File: src/rtl/mole_hit_judge_if.sv
// rtl/mole_hit_judge_if.sv - mole position generator <-> hit judge handshake
interface mole_hit_judge_if;
    logic [2:0] mole_position;
    logic       position_changed;
    logic       change_position;

    modport master (
        output mole_position,
        output position_changed,
        input  change_position
    );

    modport slave (
        input  mole_position,
        input  position_changed,
        output change_position
    );
endinterface

File: src/rtl/mole_hit_judge.sv
// rtl/mole_hit_judge.sv - whack-a-mole hit/miss judge with BCD score and game-over
module mole_hit_judge #(
    parameter int MAX_MISSES     = 10,
    parameter bit ESCAPE_IS_MISS = 1'b1
) (
    input  logic                i_clk,
    input  logic                i_rst,
    mole_hit_judge_if.slave     gen,
    input  logic [4:0]          i_btn,
    output logic                o_hit,
    output logic                o_miss,
    output logic [3:0]          o_score_tens,
    output logic [3:0]          o_score_ones,
    output logic [3:0]          o_miss_count,
    output logic                o_game_over
);
    typedef enum logic [1:0] {IDLE, ARMED, WAIT_NEW, OVER} state_t;

    state_t     state, state_d;
    logic [2:0] pos_q;
    logic [4:0] btn_q;
    logic [4:0] press;
    logic [4:0] target;
    logic       new_valid;
    logic       last_miss;
    logic       score_full;
    logic       hit_d, miss_d, chg_d;

    assign press      = i_btn & ~btn_q;
    assign target     = 5'd1 << pos_q;
    assign new_valid  = (gen.mole_position <= 3'd4);
    assign last_miss  = (o_miss_count == 4'(MAX_MISSES - 1));
    assign score_full = (o_score_tens == 4'd9) && (o_score_ones == 4'd9);

    always_ff @(posedge i_clk) begin
        if (i_rst) begin
            state               <= IDLE;
            pos_q               <= 3'd5;
            btn_q               <= 5'b11111;
            o_hit               <= 1'b0;
            o_miss              <= 1'b0;
            gen.change_position <= 1'b0;
            o_score_tens        <= 4'd0;
            o_score_ones        <= 4'd0;
            o_miss_count        <= 4'd0;
            o_game_over         <= 1'b0;
        end else begin
            state               <= state_d;
            btn_q               <= i_btn;
            o_hit               <= hit_d;
            o_miss              <= miss_d;
            gen.change_position <= chg_d;
            o_game_over         <= (state_d == OVER);
            if (gen.position_changed && state != OVER)
                pos_q <= gen.mole_position;
            if (hit_d && !score_full) begin
                if (o_score_ones == 4'd9) begin
                    o_score_ones <= 4'd0;
                    o_score_tens <= o_score_tens + 4'd1;
                end else begin
                    o_score_ones <= o_score_ones + 4'd1;
                end
            end
            if (miss_d && o_miss_count != 4'(MAX_MISSES))
                o_miss_count <= o_miss_count + 4'd1;
        end
    end

    // A press coinciding with a strobe is judged against the old position.
    always_comb begin
        hit_d  = 1'b0;
        miss_d = 1'b0;
        chg_d  = 1'b0;
        if (state == ARMED) begin
            if (press != 5'd0 && press == target) begin
                hit_d = 1'b1;
                chg_d = ~gen.position_changed;
            end else if (press != 5'd0) begin
                miss_d = 1'b1;
            end else if (gen.position_changed) begin
                miss_d = ESCAPE_IS_MISS;
            end
        end
    end

    always_comb begin
        state_d = state;
        case (state)
            IDLE:
                if (gen.position_changed && new_valid) state_d = ARMED;
            ARMED: begin
                if (gen.position_changed) state_d = new_valid ? ARMED : IDLE;
                else if (hit_d)           state_d = WAIT_NEW;
                if (miss_d && last_miss)  state_d = OVER;
            end
            WAIT_NEW:
                if (gen.position_changed) state_d = new_valid ? ARMED : IDLE;
            default:
                state_d = OVER;
        endcase
    end
endmodule

File: src/flat_wrapper.sv
// flat-port wrapper written by rule: the top's interface ports become plain ports
module mole_hit_judge_flat 
#(
    parameter int MAX_MISSES     = 10,
    parameter bit ESCAPE_IS_MISS = 1'b1
)
  (i_clk, i_rst, i_btn, o_hit, o_miss, o_score_tens, o_score_ones, o_miss_count, o_game_over, gen_mole_position, gen_position_changed, gen_change_position);
  mole_hit_judge_if gen_i ();
  input  logic i_clk;
  input  logic i_rst;
  input  logic [4:0] i_btn;
  output logic o_hit;
  output logic o_miss;
  output logic [3:0] o_score_tens;
  output logic [3:0] o_score_ones;
  output logic [3:0] o_miss_count;
  output logic o_game_over;
  input wire logic [$bits(gen_i.mole_position)-1:0] gen_mole_position;
  input wire logic [$bits(gen_i.position_changed)-1:0] gen_position_changed;
  output wire logic [$bits(gen_i.change_position)-1:0] gen_change_position;
  assign gen_i.mole_position = gen_mole_position;
  assign gen_i.position_changed = gen_position_changed;
  assign gen_change_position = gen_i.change_position;
  mole_hit_judge #(.MAX_MISSES(MAX_MISSES), .ESCAPE_IS_MISS(ESCAPE_IS_MISS)) u_core (.i_clk(i_clk), .i_rst(i_rst), .gen(gen_i), .i_btn(i_btn), .o_hit(o_hit), .o_miss(o_miss), .o_score_tens(o_score_tens), .o_score_ones(o_score_ones), .o_miss_count(o_miss_count), .o_game_over(o_game_over));
endmodule
File: config.mk
export PLATFORM = sky130hd
export DESIGN_NAME = mole_hit_judge_flat
export DESIGN_NICKNAME = d
export VERILOG_FILES = /design/src/rtl/mole_hit_judge_if.sv /design/src/rtl/mole_hit_judge.sv /design/src/flat_wrapper.sv
export SDC_FILE = /design/constraint.sdc
export NUM_CORES = 1
export LEC_CHECK = 0
export ABC_AREA = 1
export CAP_MARGIN = 15
export CORE_MARGIN = 2
export CORE_UTILIZATION = 38
export DETAILED_ROUTE_END_ITERATION = 6
export DONT_BUFFER_PORTS = 1
export PLACE_DENSITY = 0.6
export SLEW_MARGIN = 20
export SYNTH_ARGS = -nofsm -noshare
export SYNTH_HDL_FRONTEND = slang
export SYNTH_SLANG_ARGS = --single-unit
File: constraint.sdc
create_clock -name i_clk -period 4.08 [get_ports i_clk]
set_input_delay 0.816 -clock i_clk [delete_from_list [all_inputs] [get_ports i_clk]]
set_output_delay 0.816 -clock i_clk [all_outputs]
set_load 0.005 [all_outputs]
==> insert_results.sql, run 1 <==
INSERT INTO impl_metrics (metric_group, metric, value, unit) VALUES
('global_routing', 'grt_pass1_vias', '1152', ''),
('sta', 'max_clock_freq', '573', 'MHz'),
('sta', 'min_period', '1.75', 'ns'),
('clock_tree', 'post_cts_resized', '0', ''),
('layout', 'n_antenna_cell', '0', ''),
('sta', 'setup_repair_after_global_routing_missed_its_margin', 'no', ''),
('sta', 'total_neg_setup_slack', '0', 'ns'),
('critical_path', 'regToRegStartpoint', 'u_core.pos_q[0]', ''),
('layout', 'final_layout_size_suffix_gt1_share', '8.91', '%'),
('flow_run', 'maxCapViolCount', '0', ''),
('clock_tree', 'cts-buffers-inserted', '3', ''),
('placement', 'placement.io_buffers', '0', ''),
('worst_hold_path', 'worstHoldStart', 'u_core.o_score_ones[2]', ''),
('power_and_ir_drop', 'static-leakage-power', '0.675', 'nW'),
('sta', 'whs', '0.502', 'ns'),
('placement', 'gp_congestion', '0.815', ''),
('clock_tree', 'tritoncts_clock_tree', 'yes', ''),
('clock_tree', 'worst_setup_hold_path_clk_slew', '0.09', 'ns'),
('critical_path', 'crit_fanout', '12', ''),
('critical_path', 'regToRegSetupSlack', '2.41', 'ns'),
('die', 'pin_count', '27', ''),
('sta', 'fin_skew', '0.00535', 'ns'),
('clock_tree', 'clock_tree_sinks', '26', ''),
('logic_synthesis', 'netlist_instances', '201', ''),
('critical_path', 'crit_start', 'i_btn[1]', ''),
('route', 'post_drt_via_cell_ratio', '4.69', ''),
('clock_tree', 'holdBufCountCts', '0', ''),
('critical_path', 'path_cells', 'nand2_1, inv_1, nand2_1, nand2_1, nor2_1, nand3_4, nor2_4, nand3_1, clkinv_1, nor2_1, nor2_1', ''),
('global_routing', 'grt_pass1_wl', '4.91', 'mm'),
('die', 'floorplan.initialDensity', '38.7', '%'),
('route', 'number_of_detailed_routing_iterations_run_before_antenna_repair', '4', ''),
('clock_tree', 'clk_root_buffer_cell', 'sky130_fd_sc_hd__clkbuf_8', ''),
('route', 'detailedRoute.firstIterationViolations', '66', ''),
('critical_path', 'cp_slowest_cell', 'sky130_fd_sc_hd__nor2_4', ''),
('logic_synthesis', 'netlist-cell-type-count', '23', ''),
('logic_synthesis', 'avgSynthCellArea', '6.93', 'um2'),
('logic_synthesis', 'synth_area', '0.00139', 'mm2'),
('logic_synthesis', 'synth_top_area_share', '37.3', '%'),
('critical_path', 'timing.critical_path.to_type', 'flop', ''),
('sta', 'timing.final.setup_violations', '0', ''),
('logic_synthesis', 'synth-seq-cells', '26', ''),
('layout', 'layout-area-overhead-vs-synth', '6.91', '%'),
('route', 'detailroute.via_count', '1173', ''),
('critical_path', 'sort_of_element_at_the_start_of_the_critical_path', 'primary input', ''),
('logic_synthesis', 'post_synth_main_area_contributors', 'sky130_fd_sc_hd__dfxtp_1 37%, sky130_fd_sc_hd__nand2_1 13%, sky130_fd_sc_hd__nand3_1 10%, sky130_fd_sc_hd__inv_1 7.5%, sky130_fd_sc_hd__a21oi_1 4.7%', ''),
('power_and_ir_drop', 'power.density_cell_area', '325', 'mW/mm2'),
('logic_synthesis', 'synthesis.nets', '217', ''),
('clock_tree', 'clock_tree.buffer_depth', '2', ''),
('sta', 'slew_viol_final', '0', ''),
('critical_path', 'critical-path-max-stage-delay', '0.23', 'ns'),
('die', 'core_area', '0.00361', 'mm2'),
('global_routing', 'groute.usage.overall', '14.8', '%'),
('logic_synthesis', 'synth_simple_gate_area_share', '38.3', '%'),
('placement', 'sum_of_net_half_perimeters_after_detailed_placement', '2.02', 'mm'),
('route', 'detail_route.wirelength', '2.66', 'mm'),
('route', 'antenna_violating_nets_post_route', '0', ''),
('layout', 'layout_common_cells', '49 x sky130_fd_sc_hd__nand2_1, 29 x sky130_fd_sc_hd__nand3_1, 28 x sky130_fd_sc_hd__inv_1', ''),
('worst_hold_path', 'min-delay-path-class', 'flop to flop', ''),
('clock_tree', 'cts.htree.levels', '1', ''),
('logic_synthesis', 'number_of_flops_mapped_to_enable_cells_by_yosys', '0', ''),
('power_and_ir_drop', 'irDropWorstVdd', '0.000227', 'V'),
('die', 'std_cell_rows', '22', ''),
('logic_synthesis', 'synthXorXnorAreaFrac', '3.77', '%'),
('clock_tree', 'insertion_delay', '0.26', 'ns'),
('layout', 'layout_commonest_cell', 'sky130_fd_sc_hd__nand2_1', ''),
('sta', 'tightestPinTransition', '0.276', 'ns'),
('sta', 'final.period_utilization', '42.8', '%'),
('logic_synthesis', 'synth_top_family_by_area', 'simple AND/OR/NAND/NOR gates', ''),
('status', 'outcome', 'completed', ''),
('power_and_ir_drop', 'fin_total_pwr', '484', 'uW'),
('die', 'die-area', '0.00417', 'mm2');
==> layout make-up <==
| type | instances | area share, % |
|---|---|---|
| clock buffer | 4 | 3.69 |
| inverter | 32 | 8.06 |
| multi-input combinational | 140 | 49.3 |
| sequential | 26 | 34.9 |
| tap | 48 | 4.03 |
==> stage by stage <==
step | cell area (um2) | cells | setup WS, ns
after detailed placement | 1440 | 246 | 2.03
after floorplan | 1390 | 201 | 2.22
after global routing | 1490 | 250 | 2.17
after global placement | 1440 | 246 | 2.07
after CTS | 1490 | 250 | 2.33
final | 1490 | 250 | 2.33
==> state kept, by name, summed over array words and instances, names as in the netlist <==
register	flops
u_core.pos_q	3
u_core.o_miss	1
u_core.o_score_ones	4
u_core.o_hit	1
u_core.state	2
u_core.gen.change_position	1
u_core.btn_q	5
u_core.o_game_over	1
u_core.o_score_tens	4
u_core.o_miss_count	4
==> worst paths after layout <==
path	to	cells after the start
worst max register to register	u_core.o_score_tens[1]	11
worst min register to register	u_core.o_score_ones[2]	2
worst min-delay path	u_core.o_score_ones[2]	2
worst max-delay path	u_core.o_score_tens[1]	11
==> kinds of logic after synthesis <==
| group | after synthesis |
|---|---|
| buffers and inverters | 35 |
| AO/OA/AOI/OAI | 17 |
| flip-flops | 26 |
| AND/OR/NAND/NOR | 112 |
| adder cells (fa/ha/maj) | 5 |
| XOR/XNOR | 6 |
==> layer usage <==
metal	wire length [um]	GRT usage, %	vias up
met4	24	4.79	0
li1	-	-	638
met2	1210	24.9	21
met3	141	3.99	2
met5	0	0	-
met1	1290	18.3	512
==> report_power, final <==
part / total [mW] / internal, mW / leakage, nW / switching [mW]
Combinational: 0.0503 / 0.0184 / 0.434 / 0.0319
Sequential: 0.271 / 0.262 / 0.212 / 0.00901
Clock: 0.162 / 0.0861 / 0.0288 / 0.0761
Total: 0.484 / 0.367 / 0.675 / 0.117
==> worst register-to-register path, delay by kind of cell (launching register included) <==
family	cells	cell delay, ns
and+or+nand+nor	10	1.14
DFF	1	0.38
buffers and inverters	1	0.09
==> cell usage after synthesis, types with 2 or more instances <==
master / number
sky130_fd_sc_hd__dfxtp_1: 26
sky130_fd_sc_hd__nand3_1: 29
sky130_fd_sc_hd__inv_1: 28
sky130_fd_sc_hd__nor2_4: 2
sky130_fd_sc_hd__a21oi_1: 13
sky130_fd_sc_hd__o21ai_0: 4
sky130_fd_sc_hd__or2_2: 4
sky130_fd_sc_hd__clkbuf_1: 2
sky130_fd_sc_hd__inv_2: 3
sky130_fd_sc_hd__nand2_1: 49
sky130_fd_sc_hd__nand4_1: 5
sky130_fd_sc_hd__nor2_1: 17
sky130_fd_sc_hd__xor2_1: 3
sky130_fd_sc_hd__xnor2_1: 3
sky130_fd_sc_hd__ha_1: 5
Note: power is estimated with default switching activity, not from simulation.
==> run 2, diff against run 1 <==
PLACE_DENSITY = 0.62   (was 0.6)
clock period = 1.4 ns   (was 4.08 ns; I/O delays follow)
==> run 2 against run 1 <==
Effect of this change:
- the run now ends with negative setup slack left
- non-clock buffer count is 14 higher
- final area is 17% higher
- register-to-register slack worse by 2.5 ns
- count of clock-buffer cells in the layout stayed put
- cell count is 5.6% higher
- via count is 6.6% higher
- global-route usage is 0.45 points higher
- highest routed layer unchanged
==> insert_results.sql, run 2 (same netlist as run 1, synthesis figures left out) <==
INSERT INTO impl_metrics (metric_group, metric, value, unit) VALUES
('status', 'outcome', 'finished, violations left', ''),
('status', 'violations', 'negative setup slack', ''),
('layout', 'layout_commonest_cell', 'sky130_fd_sc_hd__nand2_1', ''),
('power_and_ir_drop', 'internal-power', '1.11', 'mW'),
('route', 'detailedRoute.firstIterationViolations', '63', ''),
('route', 'wl_met1', '1.31', 'mm'),
('power_and_ir_drop', 'pwr-share-seq', '52.2', '%'),
('sta', 'layout_setup_ws', '-0.113', 'ns'),
('route', 'antenna_violating_nets_post_route', '0', ''),
('clock_tree', 'clock_tree_sinks', '26', ''),
('layout', 'area.sequential', '532', 'um2'),
('critical_path', 'regToRegStartpoint', 'u_core.pos_q[1]', ''),
('layout', 'largest_register_ffs', '5', ''),
('route', 'detailroute.via_count', '1250', ''),
('power_and_ir_drop', 'static-leakage-power', '0.773', 'nW'),
('critical_path', 'crit_fanout', '4', ''),
('sta', 'max_clock_freq', '661', 'MHz'),
('die', 'floorplan.initialDensity', '38.7', '%'),
('layout', 'multi_input_comb_area', '851', 'um2'),
('global_routing', 'groute.usage.overall', '15.2', '%'),
('clock_tree', 'worst_setup_hold_path_clk_slew', '0.09', 'ns'),
('route', 'drc_violation_count_after_routing', '0', ''),
('sta', 'total_neg_setup_slack', '-1.39', 'ns'),
('die', 'std_cell_rows', '22', ''),
('clock_tree', 'clk_root_buffer_cell', 'sky130_fd_sc_hd__clkbuf_8', ''),
('route', 'number_of_detailed_routing_iterations_run_before_antenna_repair', '4', ''),
('clock_tree', 'cts-buffers-inserted', '3', ''),
('power_and_ir_drop', 'clock_power_share', '33.0', '%'),
('layout', 'post-route-util', '48.2', '%'),
('power_and_ir_drop', 'switching_share', '26.3', '%'),
('die', 'pin_count', '27', ''),
('die', 'die-area', '0.00417', 'mm2'),
('layout', 'final_layout_size_suffix_gt1_share', '28.2', '%'),
('worst_hold_path', 'min-delay-path-class', 'primary input to flop', ''),
('power_and_ir_drop', 'proportion_of_power_drawn_by_combinational_gates', '14.8', '%'),
('layout', 'finish.net_count', '233', ''),
('global_routing', 'grt_pass1_vias', '1187', ''),
('critical_path', 'timing.critical_path.to_type', 'flop', ''),
('clock_tree', 'insertion_delay', '0.27', 'ns'),
('layout', 'n_antenna_cell', '0', ''),
('worst_hold_path', 'worstHoldStart', 'i_rst', ''),
('sta', 'max-slew-margin-rel', '81.7', '%'),
('global_routing', 'grt_max_degree', '20', ''),
('critical_path', 'critPathKind', 'flop to flop', ''),
('global_routing', 'initial_antenna_violation_count', '0', ''),
('placement', 'sum_of_net_half_perimeters_after_detailed_placement', '2.10', 'mm'),
('critical_path', 'worstPathRequired', '1.62', 'ns'),
('layout', 'fillerInstances', '362', ''),
('placement', 'placement.io_buffers', '0', ''),
('layout', 'largest_register', 'u_core.btn_q', ''),
('clock_tree', 'clock_tree.buffer_depth', '2', ''),
('clock_tree', 'tritoncts_clock_tree', 'yes', ''),
('power_and_ir_drop', 'power.density_cell_area', '865', 'mW/mm2'),
('power_and_ir_drop', 'irDropWorstVdd', '0.000674', 'V'),
('sta', 'tightestPinTransition', '0.274', 'ns'),
('sta', 'final.period_utilization', '108', '%'),
('die', 'core_area', '0.00361', 'mm2'),
('die', 'die_w', '64.6', 'um'),
('route', 'met3_length', '152', 'um'),
('global_routing', 'grt_pass1_wl', '5.07', 'mm'),
('sta', 'fin_skew', '0.00363', 'ns'),
('clock_tree', 'cts.htree.levels', '1', ''),
('route', 'post_drt_via_cell_ratio', '4.73', ''),
('flow_run', 'maxCapViolCount', '0', ''),
('layout', 'layout-area-overhead-vs-synth', '24.8', '%'),
('sta', 'setup_repair_after_global_routing_missed_its_margin', 'yes', ''),
('global_routing', 'grt_overflow_total', '0', ''),
('route', 'wire_per_inst', '11.2', 'um'),
('sta', 'timing.final.setup_violations', '16', ''),
('sta', 'slew_viol_final', '0', ''),
('die', 'dieHeight', '64.6', 'um'),
('sta', 'min_period', '1.51', 'ns'),
('layout', 'layout_common_cells', '37 x sky130_fd_sc_hd__nand2_1, 27 x sky130_fd_sc_hd__inv_1, 23 x sky130_fd_sc_hd__nand3_1, 23 x sky130_fd_sc_hd__dfxtp_1, 15 x sky130_fd_sc_hd__nor2_1', ''),
('route', 'met2_length', '1.48', 'mm'),
('power_and_ir_drop', 'net-switching-power', '396', 'uW'),
('route', 'highest_layer', 'met4', ''),
('critical_path', 'crit_start', 'u_core.pos_q[1]', ''),
('critical_path', 'worst_ep_arrival_time', '1.73', 'ns'),
('placement', 'gp_congestion', '0.806', ''),
('route', 'detail_route.wirelength', '2.96', 'mm'),
('sta', 'report.final.hold_viol_count', '0', ''),
('critical_path', 'sort_of_element_at_the_start_of_the_critical_path', 'flop', ''),
('power_and_ir_drop', 'fin_total_pwr', '1.51', 'mW');
-- run 2: path summary, 6_finish.rpt --
check                            to  slack, ns  cells past startpoint
min reg2reg  u_core.o_miss_count[1]       0.49                      2
max reg2reg      u_core.o_game_over      -0.11                     12
max              u_core.o_game_over      -0.11                     12
min                   u_core.o_miss       0.05                      1
-- run 2: final cells by class --
type / count / share of cell area [%]
timing repair buffer: 14 / 6.69
tap: 48 / 3.45
multi-input combinational: 140 / 48.9
clock buffer: 4 / 3.17
inverter: 32 / 7.19
sequential: 26 / 30.6
-- run 2: power by group through the flow --
stage | logic [mW] | clock network (mW) | registers [mW]
global placement | 0.179 | 0 | 0.801
CTS | 0.190 | 0.511 | 0.784
global route | 0.253 | 0.544 | 0.791
floorplan | 0.137 | 0 | 0.801
finish | 0.222 | 0.497 | 0.786
detailed placement | 0.179 | 0 | 0.800
-- run 2: critical path: stages, from the launching register on --
cell and delay, ns:
sky130_fd_sc_hd__dfxtp_4 0.38, sky130_fd_sc_hd__nor2_4 0.16, sky130_fd_sc_hd__nand2_1 0.06, sky130_fd_sc_hd__nand2_1 0.07, sky130_fd_sc_hd__nand2_2 0.06, sky130_fd_sc_hd__nor2_4 0.10, sky130_fd_sc_hd__nand3_4 0.09, sky130_fd_sc_hd__nor2_4 0.16
sky130_fd_sc_hd__buf_6 0.14, sky130_fd_sc_hd__nand2_2 0.05, sky130_fd_sc_hd__nand3_2 0.06, sky130_fd_sc_hd__nand2_2 0.05, sky130_fd_sc_hd__nor2_1 0.08
-- run 2: layer usage --
| metal | vias up | GRT usage (%) |
|---|---|---|
| met3 | 2 | 4.69 |
| met4 | 0 | 4.52 |
| met5 | - | 0 |
| met1 | 557 | 17.9 |
| li1 | 663 | - |
| met2 | 28 | 26.6 |
-- run 2: timing repair --
action	CTS	global route
hold buffers	0	0
gates resized for setup	13	28
pin swaps	7	11
endpoints found under the setup margin	18	18
setup buffers	2	2
-- run 2: metrics by stage --
stage	std cells	worst slack (ns)	hold slack, ns	cell area, um2
after detailed placement	256	-0.232	0.354	1520
after global routing	264	-0.235	0.0357	1740
final	264	-0.113	0.0541	1740
after CTS	262	-0.107	0.0558	1620
after floorplan	201	0.00354	0.350	1400
after global placement	256	-0.221	0.351	1520
